## src/rtl/mem_stage_if.sv

```systemverilog
// Pipeline-side and data-memory-side signals of the memory-access stage.
// The stage itself connects through the master modport; the environment uses slave.
interface mem_stage_if;
   logic [31:0] alu;
   logic        aluToReg;
   logic [1:0]  memSize;
   logic [1:0]  memOp;
   logic [4:0]  rd;
   logic [31:0] rs2Val;
   logic        stallOut;
   logic        dmemReq;
   logic        dmemWe;
   logic [31:0] dmemAddr;
   logic [31:0] dmemWdata;
   logic [3:0]  dmemBe;
   logic        dmemAck;
   logic [31:0] dmemRdata;
   logic [31:0] wbData;
   logic [4:0]  wbRd;
   logic        wbWe;
   logic        fault;
   logic [1:0]  faultCause;
   logic [31:0] faultAddr;

   modport master (
      input  alu, aluToReg, memSize, memOp, rd, rs2Val, dmemAck, dmemRdata,
      output stallOut, dmemReq, dmemWe, dmemAddr, dmemWdata, dmemBe,
      output wbData, wbRd, wbWe, fault, faultCause, faultAddr
   );

   modport slave (
      output alu, aluToReg, memSize, memOp, rd, rs2Val, dmemAck, dmemRdata,
      input  stallOut, dmemReq, dmemWe, dmemAddr, dmemWdata, dmemBe,
      input  wbData, wbRd, wbWe, fault, faultCause, faultAddr
   );
endinterface

```

## src/rtl/mem_stage.sv

```systemverilog
// Memory-access pipeline stage: issues load/store on a req/ack bus, stalls upstream while
// busy, and produces registered writeback results and fault reports.
module mem_stage #(
   parameter int unsigned TIMEOUT_CYCLES = 255,
   parameter int unsigned CNT_W          = 8
) (
   input logic         clk,
   input logic         reset,
   mem_stage_if.master bus
);

   typedef enum logic [0:0] {StIdle, StBusy} state_e;

   localparam bit TimeoutEn = (TIMEOUT_CYCLES != 0);
   localparam logic [CNT_W-1:0] CntLast =
      CNT_W'((TIMEOUT_CYCLES == 0) ? 32'd0 : TIMEOUT_CYCLES - 32'd1);

   state_e           state_q, state_d;
   logic [CNT_W-1:0] cnt_q, cnt_d;
   logic             retire_q, retire_d;
   logic             req_q, req_d;
   logic             we_q, we_d;
   logic [31:0]      addr_q, addr_d;
   logic [31:0]      wdata_q, wdata_d;
   logic [3:0]       be_q, be_d;
   logic [31:0]      wb_data_q, wb_data_d;
   logic [4:0]       wb_rd_q, wb_rd_d;
   logic             wb_we_q, wb_we_d;
   logic             fault_q, fault_d;
   logic [1:0]       cause_q, cause_d;
   logic [31:0]      faddr_q, faddr_d;
   logic             stall_c;

   logic        is_mem, is_bad, misaligned, timeout;
   logic [3:0]  be_c;
   logic [31:0] wdata_c, shifted, load_c;

   assign is_mem     = (bus.memOp != 2'b00);
   assign is_bad     = (bus.memSize == 2'b11);
   assign misaligned = ((bus.memSize == 2'b01) && bus.alu[0]) ||
                       ((bus.memSize == 2'b10) && (bus.alu[1:0] != 2'b00));
   assign timeout    = TimeoutEn && !bus.dmemAck && (cnt_q == CntLast);
   assign shifted    = bus.dmemRdata >> {bus.alu[1:0], 3'b000};

   always_comb begin
      be_c    = 4'b1111;
      wdata_c = bus.rs2Val;
      load_c  = shifted;
      unique case (bus.memSize)
         2'b00: begin
            be_c    = 4'b0001 << bus.alu[1:0];
            wdata_c = {4{bus.rs2Val[7:0]}};
            load_c  = (bus.memOp == 2'b01) ? {{24{shifted[7]}}, shifted[7:0]}
                                           : {24'h0, shifted[7:0]};
         end
         2'b01: begin
            be_c    = bus.alu[1] ? 4'b1100 : 4'b0011;
            wdata_c = {2{bus.rs2Val[15:0]}};
            load_c  = (bus.memOp == 2'b01) ? {{16{shifted[15]}}, shifted[15:0]}
                                           : {16'h0, shifted[15:0]};
         end
         default: ;
      endcase
   end

   always_ff @(posedge clk or negedge reset) begin
      if (!reset) begin
         state_q   <= StIdle;
         cnt_q     <= '0;
         retire_q  <= 1'b0;
         req_q     <= 1'b0;
         we_q      <= 1'b0;
         addr_q    <= '0;
         wdata_q   <= '0;
         be_q      <= '0;
         wb_data_q <= '0;
         wb_rd_q   <= '0;
         wb_we_q   <= 1'b0;
         fault_q   <= 1'b0;
         cause_q   <= '0;
         faddr_q   <= '0;
      end else begin
         state_q   <= state_d;
         cnt_q     <= cnt_d;
         retire_q  <= retire_d;
         req_q     <= req_d;
         we_q      <= we_d;
         addr_q    <= addr_d;
         wdata_q   <= wdata_d;
         be_q      <= be_d;
         wb_data_q <= wb_data_d;
         wb_rd_q   <= wb_rd_d;
         wb_we_q   <= wb_we_d;
         fault_q   <= fault_d;
         cause_q   <= cause_d;
         faddr_q   <= faddr_d;
      end
   end

   // After a timeout the stalled instruction is still on the inputs; retire_q lets it
   // leave for one cycle without being reissued.
   always_comb begin
      state_d  = state_q;
      retire_d = 1'b0;
      unique case (state_q)
         StIdle: if (!retire_q && is_mem && !is_bad && !misaligned) state_d = StBusy;
         StBusy: begin
            if (bus.dmemAck || timeout) state_d = StIdle;
            retire_d = !bus.dmemAck && timeout;
         end
      endcase
   end

   always_comb begin
      stall_c   = 1'b0;
      cnt_d     = cnt_q;
      req_d     = req_q;
      we_d      = we_q;
      addr_d    = addr_q;
      wdata_d   = wdata_q;
      be_d      = be_q;
      wb_data_d = wb_data_q;
      wb_rd_d   = wb_rd_q;
      wb_we_d   = 1'b0;
      fault_d   = 1'b0;
      cause_d   = cause_q;
      faddr_d   = faddr_q;
      unique case (state_q)
         StIdle: begin
            if (retire_q) begin
               stall_c = 1'b0;
            end else if (!is_mem) begin
               wb_data_d = bus.alu;
               wb_rd_d   = bus.rd;
               wb_we_d   = bus.aluToReg && (bus.rd != 5'd0);
            end else if (is_bad || misaligned) begin
               fault_d = 1'b1;
               cause_d = is_bad ? 2'b11 : 2'b01;
               faddr_d = bus.alu;
            end else begin
               stall_c = 1'b1;
               req_d   = 1'b1;
               we_d    = (bus.memOp == 2'b10);
               addr_d  = {bus.alu[31:2], 2'b00};
               be_d    = be_c;
               wdata_d = wdata_c;
               cnt_d   = '0;
            end
         end
         StBusy: begin
            stall_c = !bus.dmemAck;
            if (bus.dmemAck) begin
               req_d = 1'b0;
               we_d  = 1'b0;
               be_d  = 4'b0000;
               if (!we_q) begin
                  wb_data_d = load_c;
                  wb_rd_d   = bus.rd;
                  wb_we_d   = (bus.rd != 5'd0);
               end
            end else if (timeout) begin
               req_d   = 1'b0;
               we_d    = 1'b0;
               be_d    = 4'b0000;
               fault_d = 1'b1;
               cause_d = 2'b10;
               faddr_d = bus.alu;
            end else begin
               cnt_d = cnt_q + CNT_W'(1);
            end
         end
      endcase
   end

   assign bus.stallOut   = stall_c & reset;
   assign bus.dmemReq    = req_q;
   assign bus.dmemWe     = we_q;
   assign bus.dmemAddr   = addr_q;
   assign bus.dmemWdata  = wdata_q;
   assign bus.dmemBe     = be_q;
   assign bus.wbData     = wb_data_q;
   assign bus.wbRd       = wb_rd_q;
   assign bus.wbWe       = wb_we_q;
   assign bus.fault      = fault_q;
   assign bus.faultCause = cause_q;
   assign bus.faultAddr  = faddr_q;

endmodule

```

## src/flat_wrapper.sv

```systemverilog
// flat-port wrapper written by rule: the top's interface ports become plain ports
module mem_stage_flat 
#(
   parameter int unsigned TIMEOUT_CYCLES = 255,
   parameter int unsigned CNT_W          = 8
)
  (clk, reset, bus_alu, bus_aluToReg, bus_memSize, bus_memOp, bus_rd, bus_rs2Val, bus_dmemAck, bus_dmemRdata, bus_stallOut, bus_dmemReq, bus_dmemWe, bus_dmemAddr, bus_dmemWdata, bus_dmemBe, bus_wbData, bus_wbRd, bus_wbWe, bus_fault, bus_faultCause, bus_faultAddr);
  mem_stage_if bus_i ();
  input logic clk;
  input logic reset;
  input wire logic [$bits(bus_i.alu)-1:0] bus_alu;
  input wire logic [$bits(bus_i.aluToReg)-1:0] bus_aluToReg;
  input wire logic [$bits(bus_i.memSize)-1:0] bus_memSize;
  input wire logic [$bits(bus_i.memOp)-1:0] bus_memOp;
  input wire logic [$bits(bus_i.rd)-1:0] bus_rd;
  input wire logic [$bits(bus_i.rs2Val)-1:0] bus_rs2Val;
  input wire logic [$bits(bus_i.dmemAck)-1:0] bus_dmemAck;
  input wire logic [$bits(bus_i.dmemRdata)-1:0] bus_dmemRdata;
  output wire logic [$bits(bus_i.stallOut)-1:0] bus_stallOut;
  output wire logic [$bits(bus_i.dmemReq)-1:0] bus_dmemReq;
  output wire logic [$bits(bus_i.dmemWe)-1:0] bus_dmemWe;
  output wire logic [$bits(bus_i.dmemAddr)-1:0] bus_dmemAddr;
  output wire logic [$bits(bus_i.dmemWdata)-1:0] bus_dmemWdata;
  output wire logic [$bits(bus_i.dmemBe)-1:0] bus_dmemBe;
  output wire logic [$bits(bus_i.wbData)-1:0] bus_wbData;
  output wire logic [$bits(bus_i.wbRd)-1:0] bus_wbRd;
  output wire logic [$bits(bus_i.wbWe)-1:0] bus_wbWe;
  output wire logic [$bits(bus_i.fault)-1:0] bus_fault;
  output wire logic [$bits(bus_i.faultCause)-1:0] bus_faultCause;
  output wire logic [$bits(bus_i.faultAddr)-1:0] bus_faultAddr;
  assign bus_i.alu = bus_alu;
  assign bus_i.aluToReg = bus_aluToReg;
  assign bus_i.memSize = bus_memSize;
  assign bus_i.memOp = bus_memOp;
  assign bus_i.rd = bus_rd;
  assign bus_i.rs2Val = bus_rs2Val;
  assign bus_i.dmemAck = bus_dmemAck;
  assign bus_i.dmemRdata = bus_dmemRdata;
  assign bus_stallOut = bus_i.stallOut;
  assign bus_dmemReq = bus_i.dmemReq;
  assign bus_dmemWe = bus_i.dmemWe;
  assign bus_dmemAddr = bus_i.dmemAddr;
  assign bus_dmemWdata = bus_i.dmemWdata;
  assign bus_dmemBe = bus_i.dmemBe;
  assign bus_wbData = bus_i.wbData;
  assign bus_wbRd = bus_i.wbRd;
  assign bus_wbWe = bus_i.wbWe;
  assign bus_fault = bus_i.fault;
  assign bus_faultCause = bus_i.faultCause;
  assign bus_faultAddr = bus_i.faultAddr;
  mem_stage #(.TIMEOUT_CYCLES(TIMEOUT_CYCLES), .CNT_W(CNT_W)) u_core (.clk(clk), .reset(reset), .bus(bus_i));
endmodule
```

## config.mk

```make
export PLATFORM = sky130hd
export DESIGN_NAME = mem_stage_flat
export DESIGN_NICKNAME = d
export VERILOG_FILES = /design/src/rtl/mem_stage_if.sv /design/src/rtl/mem_stage.sv /design/src/flat_wrapper.sv
export SDC_FILE = /design/constraint.sdc
export NUM_CORES = 1
export LEC_CHECK = 0
export ABC_AREA = 1
export CAP_MARGIN = 20
export CORE_MARGIN = 5
export CORE_UTILIZATION = 30
export CTS_CLUSTER_DIAMETER = 80
export DETAILED_ROUTE_END_ITERATION = 8
export GPL_TIMING_DRIVEN = 0
export PLACE_DENSITY = 0.59
export SLEW_MARGIN = 15
export SYNTH_ARGS = -nofsm -noshare
export SYNTH_HDL_FRONTEND = slang
export SYNTH_SLANG_ARGS = --single-unit
```

## constraint.sdc

```tcl
create_clock -name clk -period 1.8 [get_ports clk]
set_input_delay 0.36 -clock clk [delete_from_list [all_inputs] [get_ports clk]]
set_output_delay 0.36 -clock clk [all_outputs]
set_load 0.1 [all_outputs]
```

==> results of run 1 <==
layout make-up:
class / instances / area (um2)
inverter: 61 / 238
buffer: 59 / 375
multi-input combinational: 689 / 3110
clock buffer: 20 / 467
fill: 2382 / 13000
tap: 324 / 405
sequential: 151 / 3780
antenna: 2 / 5.00
timing repair buffer: 255 / 2740
clock inverter: 12 / 169
state kept, by name, indices dropped and copies added, names as in the netlist:
signal	cells
u_core.bus.dmemBe	4
u_core.bus.faultCause	2
u_core.bus.dmemAddr	30
u_core.bus.wbData	32
u_core.bus.faultAddr	32
u_core.state_q	1
u_core.retire_q	1
u_core.bus.wbWe	1
u_core.bus.fault	1
u_core.bus.dmemReq	1
u_core.bus.wbRd	5
u_core.bus.dmemWdata	32
u_core.bus.dmemWe	1
u_core.cnt_q	8
timing repair:
action,in CTS,in global routing
setup buffers,5,1
pin swaps,5,1
hold endpoints to repair,63,63
endpoints found under the setup margin,142,58
gates resized for setup,442,5
cells in the mapped netlist (all sizes together):
| cell type | number | area, um2 |
|---|---|---|
| o211ai | 2 | 15.0 |
| nand3 | 110 | 561 |
| o21a | 1 | 7.51 |
| clkinv | 1 | 5.00 |
| or2 | 1 | 6.26 |
| conb | 1 | 3.75 |
| dfrtp | 151 | 3780 |
| a21oi | 57 | 285 |
| nor3 | 1 | 5.00 |
| a32oi | 1 | 8.76 |
| xnor2 | 1 | 8.76 |
| ha | 2 | 25.0 |
| nand4 | 2 | 27.5 |
| nor2 | 39 | 185 |
| nand2 | 381 | 1470 |
| nand3b | 1 | 7.51 |
| inv | 60 | 230 |
| clkbuf | 8 | 30.0 |
| buf | 51 | 314 |
| a21boi | 1 | 7.51 |
| xor2 | 2 | 17.5 |
| o21ai | 85 | 425 |
cells by family (layout without fill, tap and decap cells):
family	count (synthesis)	count (layout)
flops	151	151
buf+inv	120	407
fa+ha+maj	2	2
xor+xnor	3	3
other cells	1	4
compound gates	147	147
simple gates	535	535
routing by layer:
metal  vias up  part of all wire, %  wire (um)  track usage (%)
met1      3612                   43      12600             27.1
met5         -                    0          0                0
met3        33                  7.5       2220             5.78
met4         0                  2.1        608             6.28
met2       284                   48      14100             33.2
li1       3632                    -          -                -
cell usage in the layout, fill, tap and decap left out, drive strengths merged:
cell           count
nand3            110
a32oi              1
clkinv             7
dlygate4sd2        1
nand2            381
or2                1
o21a               1
bufinv             3
clkdlybuf4s50    104
nor3               1
clkdlybuf4s15    139
xor2               2
a21boi             1
xnor2              1
clkdlybuf4s18      1
clkbuf            28
nor2              39
diode              2
inv               61
o211ai             2
o21ai             85
ha                 2
dfrtp            151
nand4              2
clkinvlp           2
a21oi             57
nand3b             1
buf               61
conb               2
through the flow:
step	total power, W	hold slack (ns)	std cells	setup WS [ns]
after global routing	0.0207	-0.113	1573	-0.437
final	0.0200	-0.140	1573	-0.411
after detailed placement	0.0164	0.346	1533	-1.52
after floorplan	0.0133	0.0644	960	-0.172
after CTS	0.0201	-0.119	1570	-0.412
after global placement	0.0163	0.454	1532	-6.74
power groups by stage:
stage / sequential (W) / combinational, W / clock, W
after floorplan: 0.0117 / 0.00160 / 0
after global placement: 0.00491 / 0.0114 / 0
after detailed placement: 0.00492 / 0.0115 / 0
after CTS: 0.00488 / 0.0113 / 0.00394
after global routing: 0.00500 / 0.0116 / 0.00409
final: 0.00489 / 0.0112 / 0.00390
worst max path at each step:
stage | cells after the start | endpoint | startpoint | slack, ns
floorplan | 7 | bus_stallOut | u_core.retire_q | -0.17
global placement | 3 | bus_stallOut | reset | -6.74
detailed placement | 9 | bus_stallOut | bus_memSize[0] | -1.52
CTS | 8 | bus_stallOut | u_core.retire_q | -0.41
global route | 8 | bus_stallOut | u_core.retire_q | -0.44
finish | 7 | bus_stallOut | bus_alu[1] | -0.41
==> impl_results.md, run 1 <==
* Gate power share at 56.1%
* #FFs+latches synth at 151
* Post-Synth XOR/XNOR Area at 0.354%
* Final instance area at 0.0113 mm2
* Mapped Avg Cell Area at 7.74 um2
* Cell Chain, Critical Path: clkdlybuf4s50_1, o21ai_2, nand3_4, buf_12, buf_12, a21boi_4, buf_12
* Pint at 0.00888 W
* Die ar. at 0.0280 mm2
* Final WS setup at -0.411 ns
* Max-slew violation count at 0
* Placed Area at 0.0104 mm2
* I/O Buffers at 248
* Gr ovfl total at 0
* # DRC at 0
* Die Y at 167 um
* Fmax at 452 MHz
* I/O pins at 253
* Rows at 57
* Vias in the first global route at 7325
* First-pass GRT wire length at 44700 um
* Adder-Cell Fraction of Synth Area at 0.337%
* Register clock-pin slew on the reported worst setup and hold paths at 0.07 ns
* Largest family of logic cells by synthesized area: simple AND/OR/NAND/NOR gates
* Hpwl dp at 22300 um
* Final min period at 2.21 ns
* Crit. End Element: output port
* Clock power share at 19.5%
* Worst setup SP type: input port
* Die Wd at 167 um
* FF-to-FF setup slack at 0.07 ns
* Final setup vio count at 33
* Status: complete, but fails checks
* Core box area at 0.0243 mm2
* Worst r2r path cells at 8
* Final TNS setup at -1.65 ns
* HP Class: in -> async
* Worst-Skew Late Latency at 0.44 ns
* Sequential share of the synthesized area at 50.9%
* DR iter-0 viols at 717
* CP max stage delay at 0.54 ns
* Critical setup path kind: in -> out
* # H-tree levels at 4
* Clk root buf: clkbuf_16
* Clk sinks at 151
* RePlAce Congestion at 0.886
* Sequential share of power at 24.4%
* Peak VDD IR at 1.01 mV
* Deepest clock path buffer count at 2
* RSZ-0062 raised after global routing: true
* Kind of cell adding the most delay to the critical path: buffers and inverters
* Largest net degree at the start of global routing at 89
* CP max-delay cell: clkdlybuf4s50_1
* Worst Path Max Fanout at 5
* Drt wl/cell at 18.7 um
* Syn. warnings at 0
* Vias at 7561
* Switching power at 0.0111 W
* WP buf/inv at 4
* Initial Util at 30.5%
* Reg2reg start: u_core.state_q
* P_leak at 5.44 nW
* Switching Fraction at 55.6%
* Wirelength, routed at 29500 um
* Number of max-cap violations at 0
* Nets at 1345
* Power per Cell Area at 1770 mW/mm2
* Total CTS buffers at 17
* Final hold slack at -0.140 ns
* Hold Vio Cnt, Final at 63
* Clock Skew at 0.0148 ns
* Via density at 4.81
* Post-synthesis simple-gate area fraction at 30.5%
* Cell variety after synth at 35
* Mapped Cells at 959
* Antenna violations before repair at 2
* Compound-Gate Fraction of Synth Area at 10.1%
* CTS tree: done
* Detail Route Antenna Nets at 0
* Synth Cell Area at 0.00743 mm2
* Drt first pass iters at 5
* R2R Path End: u_core.bus.faultAddr[0]
* CP most frequent cell: buf_12
* CP required at 1.44 ns
* Post-synthesis mux area share at 0%
* Area grow syn2layout at 51.9%
* Slew HR at 60.4%
* Finished Core Util at 46.4%
* Tot GR Track Use at 20.6%
* Layout cells sized above 1 at 21.1%
* Worst EP arrival at 1.85 ns
* Tcrit/Tclk final at 123%
* Worst-margin pin slew at 0.597 ns
* Violations in the final reports: negative hold slack, negative setup slack
No activity file was read; power rests on OpenSTA's default activity.
==> inputs of run 2 (changes only) <==
- SETUP_SLACK_MARGIN: default -> 0.05
==> impl_results.md, run 2 (synthesis results as in run 1) <==
* Clock Skew at 0.00765 ns (was 0.0148 ns)
* # fillers at 2436 (was 2382)
* Worst-margin pin slew at 0.588 ns (was 0.597 ns)
* CTS tree: done (unchanged)
* FF-to-FF setup slack at 0.06 ns (was 0.07 ns)
* Crit. End Element: output port (unchanged)
* Pint at 0.00890 W (was 0.00888 W)
* Tcrit/Tclk final at 121% (was 123%)
* Final min period at 2.18 ns (was 2.21 ns)
* Most frequent cells in the layout: nand2_1 (372), dfrtp_1 (149), nand3_1 (108) (was nand2_1 (372), dfrtp_1 (150), clkdlybuf4s15_2 (139))
* Register clock-pin slew on the reported worst setup and hold paths at 0.06 ns (was 0.07 ns)
* Worst setup SP type: flip-flop (was input port)
* Die Wd at 167 um (unchanged)
* Slew HR at 60.8% (was 60.4%)
* Violations in the final reports: negative hold slack, negative setup slack (unchanged)
* Area grow syn2layout at 50.5% (was 51.9%)
* Status: complete, but fails checks (unchanged)
* Placed Cells at 1533 (unchanged)
* Final setup vio count at 1 (was 33)
* Wirelength, routed at 29400 um (was 29500 um)
* Peak VDD IR at 0.973 mV (was 1.01 mV)
* Final instance area at 0.0112 mm2 (was 0.0113 mm2)
* Gate power share at 56.3% (was 56.1%)
* Placed Area at 0.0104 mm2 (about the same)
* Switching Fraction at 55.2% (was 55.6%)
* Clock power share at 19.1% (was 19.5%)
* Drt wl/cell at 18.6 um (was 18.7 um)
* Deepest clock path buffer count at 2 (unchanged)
* Die ar. at 0.0280 mm2 (unchanged)
* # DRC at 0 (unchanged)
* Largest net degree at the start of global routing at 82 (was 89)
* # H-tree levels at 4 (unchanged)
* Gr ovfl total at 0 (unchanged)
* Final WS setup at -0.381 ns (was -0.411 ns)
* Final hold slack at -0.131 ns (was -0.140 ns)
* I/O pins at 253 (unchanged)
* Drt first pass iters at 5 (unchanged)
* Antenna violations before repair at 7 (was 2)
* Power per Cell Area at 1780 mW/mm2 (was 1770 mW/mm2)
* Vias at 7459 (was 7561)
* Cell Chain, Critical Path: nor2_4, inv_2, nor2_4, nand3_4, buf_12, buf_12, a21boi_4, buf_12 (was clkdlybuf4s50_1, o21ai_2, nand3_4, buf_12, buf_12, a21boi_4, buf_12)
* Final TNS setup at -0.381 ns (was -1.65 ns)
* CP max-delay cell: dfrtp_2 (was clkdlybuf4s50_1)
* Core box area at 0.0243 mm2 (unchanged)
* CP required at 1.44 ns (about the same)
* Nets at 1345 (unchanged)
* Clk sinks at 151 (unchanged)
* Total CTS buffers at 17 (unchanged)
* Hpwl dp at 22200 um (was 22300 um)
* Rows at 57 (unchanged)
* Fmax at 458 MHz (was 452 MHz)
* Vias in the first global route at 7327 (was 7325)
* Switching power at 0.0110 W (was 0.0111 W)
* CP most frequent cell: buf_12 (unchanged)
* Fin cells at 1575 (was 1573)
* Initial Util at 30.5% (unchanged)
* Max-slew violation count at 0 (unchanged)
* Die Y at 167 um (unchanged)
* Tot GR Track Use at 20.5% (was 20.6%)
* DR iter-0 viols at 574 (was 717)
* Number of max-cap violations at 0 (unchanged)
* Most common cell after layout, fill and taps aside: nand2_1 (unchanged)
* RePlAce Congestion at 0.923 (was 0.886)
* P_leak at 5.46 nW (was 5.44 nW)
* CP max stage delay at 0.45 ns (was 0.54 ns)
* Worst EP arrival at 1.82 ns (was 1.85 ns)
* Detail Route Antenna Nets at 0 (unchanged)
* Via density at 4.74 (was 4.81)
* Worst-Skew Late Latency at 0.43 ns (was 0.44 ns)
* Sequential share of power at 24.6% (was 24.4%)
* Worst Path Max Fanout at 2 (was 5)
* RSZ-0062 raised after global routing: true (unchanged)
* Critical setup path kind: reg -> out (was in -> out)
* Layout cells sized above 1 at 21.1% (about the same)
* Hold Vio Cnt, Final at 70 (was 63)
* HP Class: in -> async (unchanged)
* I/O Buffers at 248 (unchanged)
* Clk root buf: clkbuf_16 (unchanged)
* First-pass GRT wire length at 44400 um (was 44700 um)
run 2: final cells by class:
class                   instances  area, um2  share of cell area (%)
flip-flops and latches        151       3780                    33.8
multi-input cells             689       3110                    27.8
repair buffers                255       2620                    23.5
clock buffers                  24        502                    4.49
well taps                     324        405                    3.63
plain buffers                  59        390                    3.49
inverters                      61        238                    2.13
clock inverters                 7        116                    1.04
diodes                          5       12.5                   0.112
run 2: what timing repair did:
item / CTS / global route
buffers inserted: 5 / 1
hold endpoints to repair: 70 / 70
gates cloned: 0 / 0
pin swaps: 6 / 1
resized for setup: 449 / 70
setup endpoints to repair: 151 / 137
run 2: power groups by stage:
stage	registers [W]	logic [W]	clock network, W
6_report	0.00490	0.0112	0.00380
5_1_grt	0.00503	0.0116	0.00402
4_1_cts	0.00490	0.0113	0.00386
3_5_place_dp	0.00493	0.0115	0
3_3_place_gp	0.00492	0.0114	0
2_1_floorplan	0.0117	0.00160	0
run 2: through the flow:
| stage | total power, W | hold WS (ns) | utilization, % | setup WS [ns] |
|---|---|---|---|---|
| finish | 0.0199 | -0.131 | 45.9 | -0.381 |
| global route | 0.0206 | -0.0783 | 45.9 | -0.453 |
| CTS | 0.0200 | -0.0925 | 46.3 | -0.422 |
| detailed placement | 0.0164 | 0.369 | 42.7 | -1.50 |
| global placement | 0.0163 | 0.456 | 42.6 | -6.75 |
| floorplan | 0.0133 | 0.0644 | - | -0.172 |
run 2: path summary, 6_finish.rpt:
kind	startpoint	to	cells after the start
worst max-delay path	u_core.retire_q	bus_stallOut	8
worst min-delay path	reset	u_core.bus.dmemWdata[20]	1
worst max register to register	u_core.state_q	u_core.bus.faultAddr[5]	8
worst min register to register	u_core.bus.dmemReq	u_core.bus.dmemReq	2
max in group asynchronous	reset	u_core.bus.wbData[14]	2
min in group clk	bus_memSize[1]	u_core.bus.dmemWdata[18]	5
run 2: routing by layer:
| metal | track usage (%) | share of wire (%) | vias up |
|---|---|---|---|
| li1 | - | - | 3627 |
| met1 | 27.2 | 44 | 3533 |
| met2 | 32.5 | 47 | 243 |
| met3 | 4.97 | 6.2 | 52 |
| met4 | 7.69 | 3.1 | 4 |
| met5 | 0 | 0.071 | - |
run 2: worst max-delay path: cells and delay by family, from the launching register on:
| kind | cells | cell delay [ns] |
|---|---|---|
| AO/OA/AOI/OAI | 1 | 0.14 |
| AND/OR/NAND/NOR | 3 | 0.31 |
| flip-flops | 1 | 0.45 |
| buffers and inverters | 4 | 0.49 |
==> inputs of run 3 (changes only) <==
- HOLD_SLACK_MARGIN: default -> 0.03
- SKIP_LAST_GASP: default -> 1
==> impl_results.md, run 3 (synthesis results as in run 1) <==
* Status: complete, but fails checks (unchanged)
* Violations in the final reports: negative hold slack, negative setup slack (unchanged)
* Register clock-pin slew on the reported worst setup and hold paths at 0.06 ns (about the same)
* Total CTS buffers at 17 (unchanged)
* Drt first pass iters at 5 (unchanged)
* Vias in the first global route at 7320 (was 7327)
* Most frequent cells in the layout: nand2_1 (372), dfrtp_1 (149), nand3_1 (108) (unchanged)
* First-pass GRT wire length at 44400 um (about the same)
* Crit. End Element: output port (unchanged)
* CP most frequent cell: buf_12 (unchanged)
* Largest net degree at the start of global routing at 82 (unchanged)
* Power per Cell Area at 1780 mW/mm2 (about the same)
* Final hold slack at -0.131 ns (about the same)
* Critical setup path kind: reg -> out (unchanged)
* Die Wd at 167 um (unchanged)
* Gr ovfl total at 0 (unchanged)
* Pint at 0.00890 W (about the same)
* Final setup vio count at 1 (unchanged)
* Peak VDD IR at 0.973 mV (about the same)
* Core box area at 0.0243 mm2 (unchanged)
* Nets at 1345 (unchanged)
* Clk root buf: clkbuf_16 (unchanged)
* Layout cells sized above 1 at 21.1% (unchanged)
* # fillers at 2436 (unchanged)
* CP max-delay cell: dfrtp_2 (unchanged)
* FF-to-FF setup slack at 0.05 ns (was 0.06 ns)
* Reg2reg start: u_core.state_q (unchanged)
* Drt wl/cell at 18.6 um (about the same)
* # H-tree levels at 4 (unchanged)
* RePlAce Congestion at 0.923 (unchanged)
* Sequential share of power at 24.6% (about the same)
* Clock Skew at 0.00847 ns (was 0.00765 ns)
* DR iter-0 viols at 587 (was 574)
* Slew HR at 61.0% (was 60.8%)
* Switching Fraction at 55.2% (about the same)
* Initial Util at 30.5% (unchanged)
* Vias at 7463 (was 7459)
* Deepest clock path buffer count at 2 (unchanged)
* Dpl ws at -1.50 ns (unchanged)
* CP max stage delay at 0.45 ns (about the same)
* Fmax at 458 MHz (about the same)
* Worst-margin pin slew at 0.585 ns (was 0.588 ns)
* Wirelength, routed at 29300 um (was 29400 um)
* Hpwl dp at 22200 um (unchanged)
* Die ar. at 0.0280 mm2 (unchanged)
* Setup crit start: u_core.retire_q (unchanged)
* HP Class: in -> async (unchanged)
* Switching power at 0.0110 W (about the same)
* Area grow syn2layout at 50.4% (was 50.5%)
* Final WS setup at -0.386 ns (was -0.381 ns)
* I/O Buffers at 248 (unchanged)
* Most common cell after layout, fill and taps aside: nand2_1 (unchanged)
* Worst EP arrival at 1.83 ns (was 1.82 ns)
* Worst-Skew Late Latency at 0.43 ns (about the same)
* Cell Chain, Critical Path: nor2_4, inv_2, nor2_4, nand3_4, buf_12, buf_12, a21boi_4, buf_12 (unchanged)
* Detail Route Antenna Nets at 0 (unchanged)
* RSZ-0062 raised after global routing: true (unchanged)
* P_leak at 5.46 nW (about the same)
* Hold Vio Cnt, Final at 70 (unchanged)
* I/O pins at 253 (unchanged)
* Antenna violations before repair at 7 (unchanged)
* Die Y at 167 um (unchanged)
* Max-slew violation count at 0 (unchanged)
* Rows at 57 (unchanged)
* Tcrit/Tclk final at 121% (about the same)
* CTS tree: done (unchanged)
* Clock power share at 19.2% (was 19.1%)
* Worst setup SP type: flip-flop (unchanged)
* # DRC at 0 (unchanged)
* Worst Path Max Fanout at 2 (unchanged)
* Clk sinks at 151 (unchanged)
* Tot GR Track Use at 20.4% (was 20.5%)
* Via density at 4.74 (about the same)
* Number of max-cap violations at 0 (unchanged)
* Final TNS setup at -0.386 ns (was -0.381 ns)
* CP required at 1.44 ns (about the same)
* Final min period at 2.19 ns (was 2.18 ns)
* Gate power share at 56.2% (was 56.3%)
-- run 3: critical path: cells and delay by family, from the launching register on --
kind                   cells  cell delay, ns
and+or+nand+nor            3            0.33
AOI/OAI and AO/OA          1            0.14
buffers and inverters      4            0.49
DFF                        1            0.45
-- run 3: what timing repair did --
action | 4_1_cts | 5_1_grt
endpoints found under the hold margin | 70 | 70
pin swaps | 4 | 1
endpoints found under the setup margin | 151 | 147
gates resized for setup | 447 | 72
setup buffers | 5 | 1
-- run 3: final timing paths --
path,to,cells after the start
max,bus_stallOut,8
min,u_core.bus.dmemWdata[20],1
max reg2reg,u_core.bus.faultAddr[28],8
min reg2reg,u_core.bus.dmemReq,2
max in group asynchronous,u_core.bus.wbData[15],2
min in group clk,u_core.bus.dmemWdata[18],5
-- run 3: final cells by class --
cell class | instances | area (um2) | area share (%)
Antenna cell | 5 | 12.5 | 0.112
Sequential cell | 151 | 3780 | 33.8
Tap cell | 324 | 405 | 3.63
Buffer | 59 | 387 | 3.46
Multi-Input combinational cell | 689 | 3110 | 27.8
Inverter | 61 | 238 | 2.13
Clock inverter | 7 | 116 | 1.04
Clock buffer | 24 | 502 | 4.49
Timing Repair Buffer | 255 | 2620 | 23.5
-- run 3: layer usage --
| metal | track usage, % | vias up | part of all wire, % |
|---|---|---|---|
| li1 | - | 3628 | - |
| met1 | 27.2 | 3521 | 42 |
| met2 | 32.7 | 263 | 48 |
| met3 | 4.97 | 47 | 7.4 |
| met4 | 7.23 | 4 | 2.7 |
| met5 | 0 | - | 0.072 |
-- run 3: per-stage QoR --
step / utilization (%) / hold slack [ns] / power (W) / instance area, um2 / instances
after floorplan: - / 0.0644 / 0.0133 / 7460 / 960
after global placement: 42.6 / 0.456 / 0.0163 / 10300 / 1532
after detailed placement: 42.7 / 0.369 / 0.0164 / 10400 / 1533
after global routing: 45.9 / -0.0783 / 0.0206 / 11200 / 1575
after CTS: 46.2 / -0.0925 / 0.0200 / 11200 / 1569
final: 45.9 / -0.131 / 0.0199 / 11200 / 1575
-- run 3: power groups by stage --
stage          clock network, W  registers [W]  logic (W)
2_1_floorplan                 0         0.0117    0.00160
3_3_place_gp                  0        0.00492     0.0114
3_5_place_dp                  0        0.00493     0.0115
4_1_cts                 0.00386        0.00490     0.0113
5_1_grt                 0.00402        0.00503     0.0116
6_report                0.00381        0.00490     0.0112
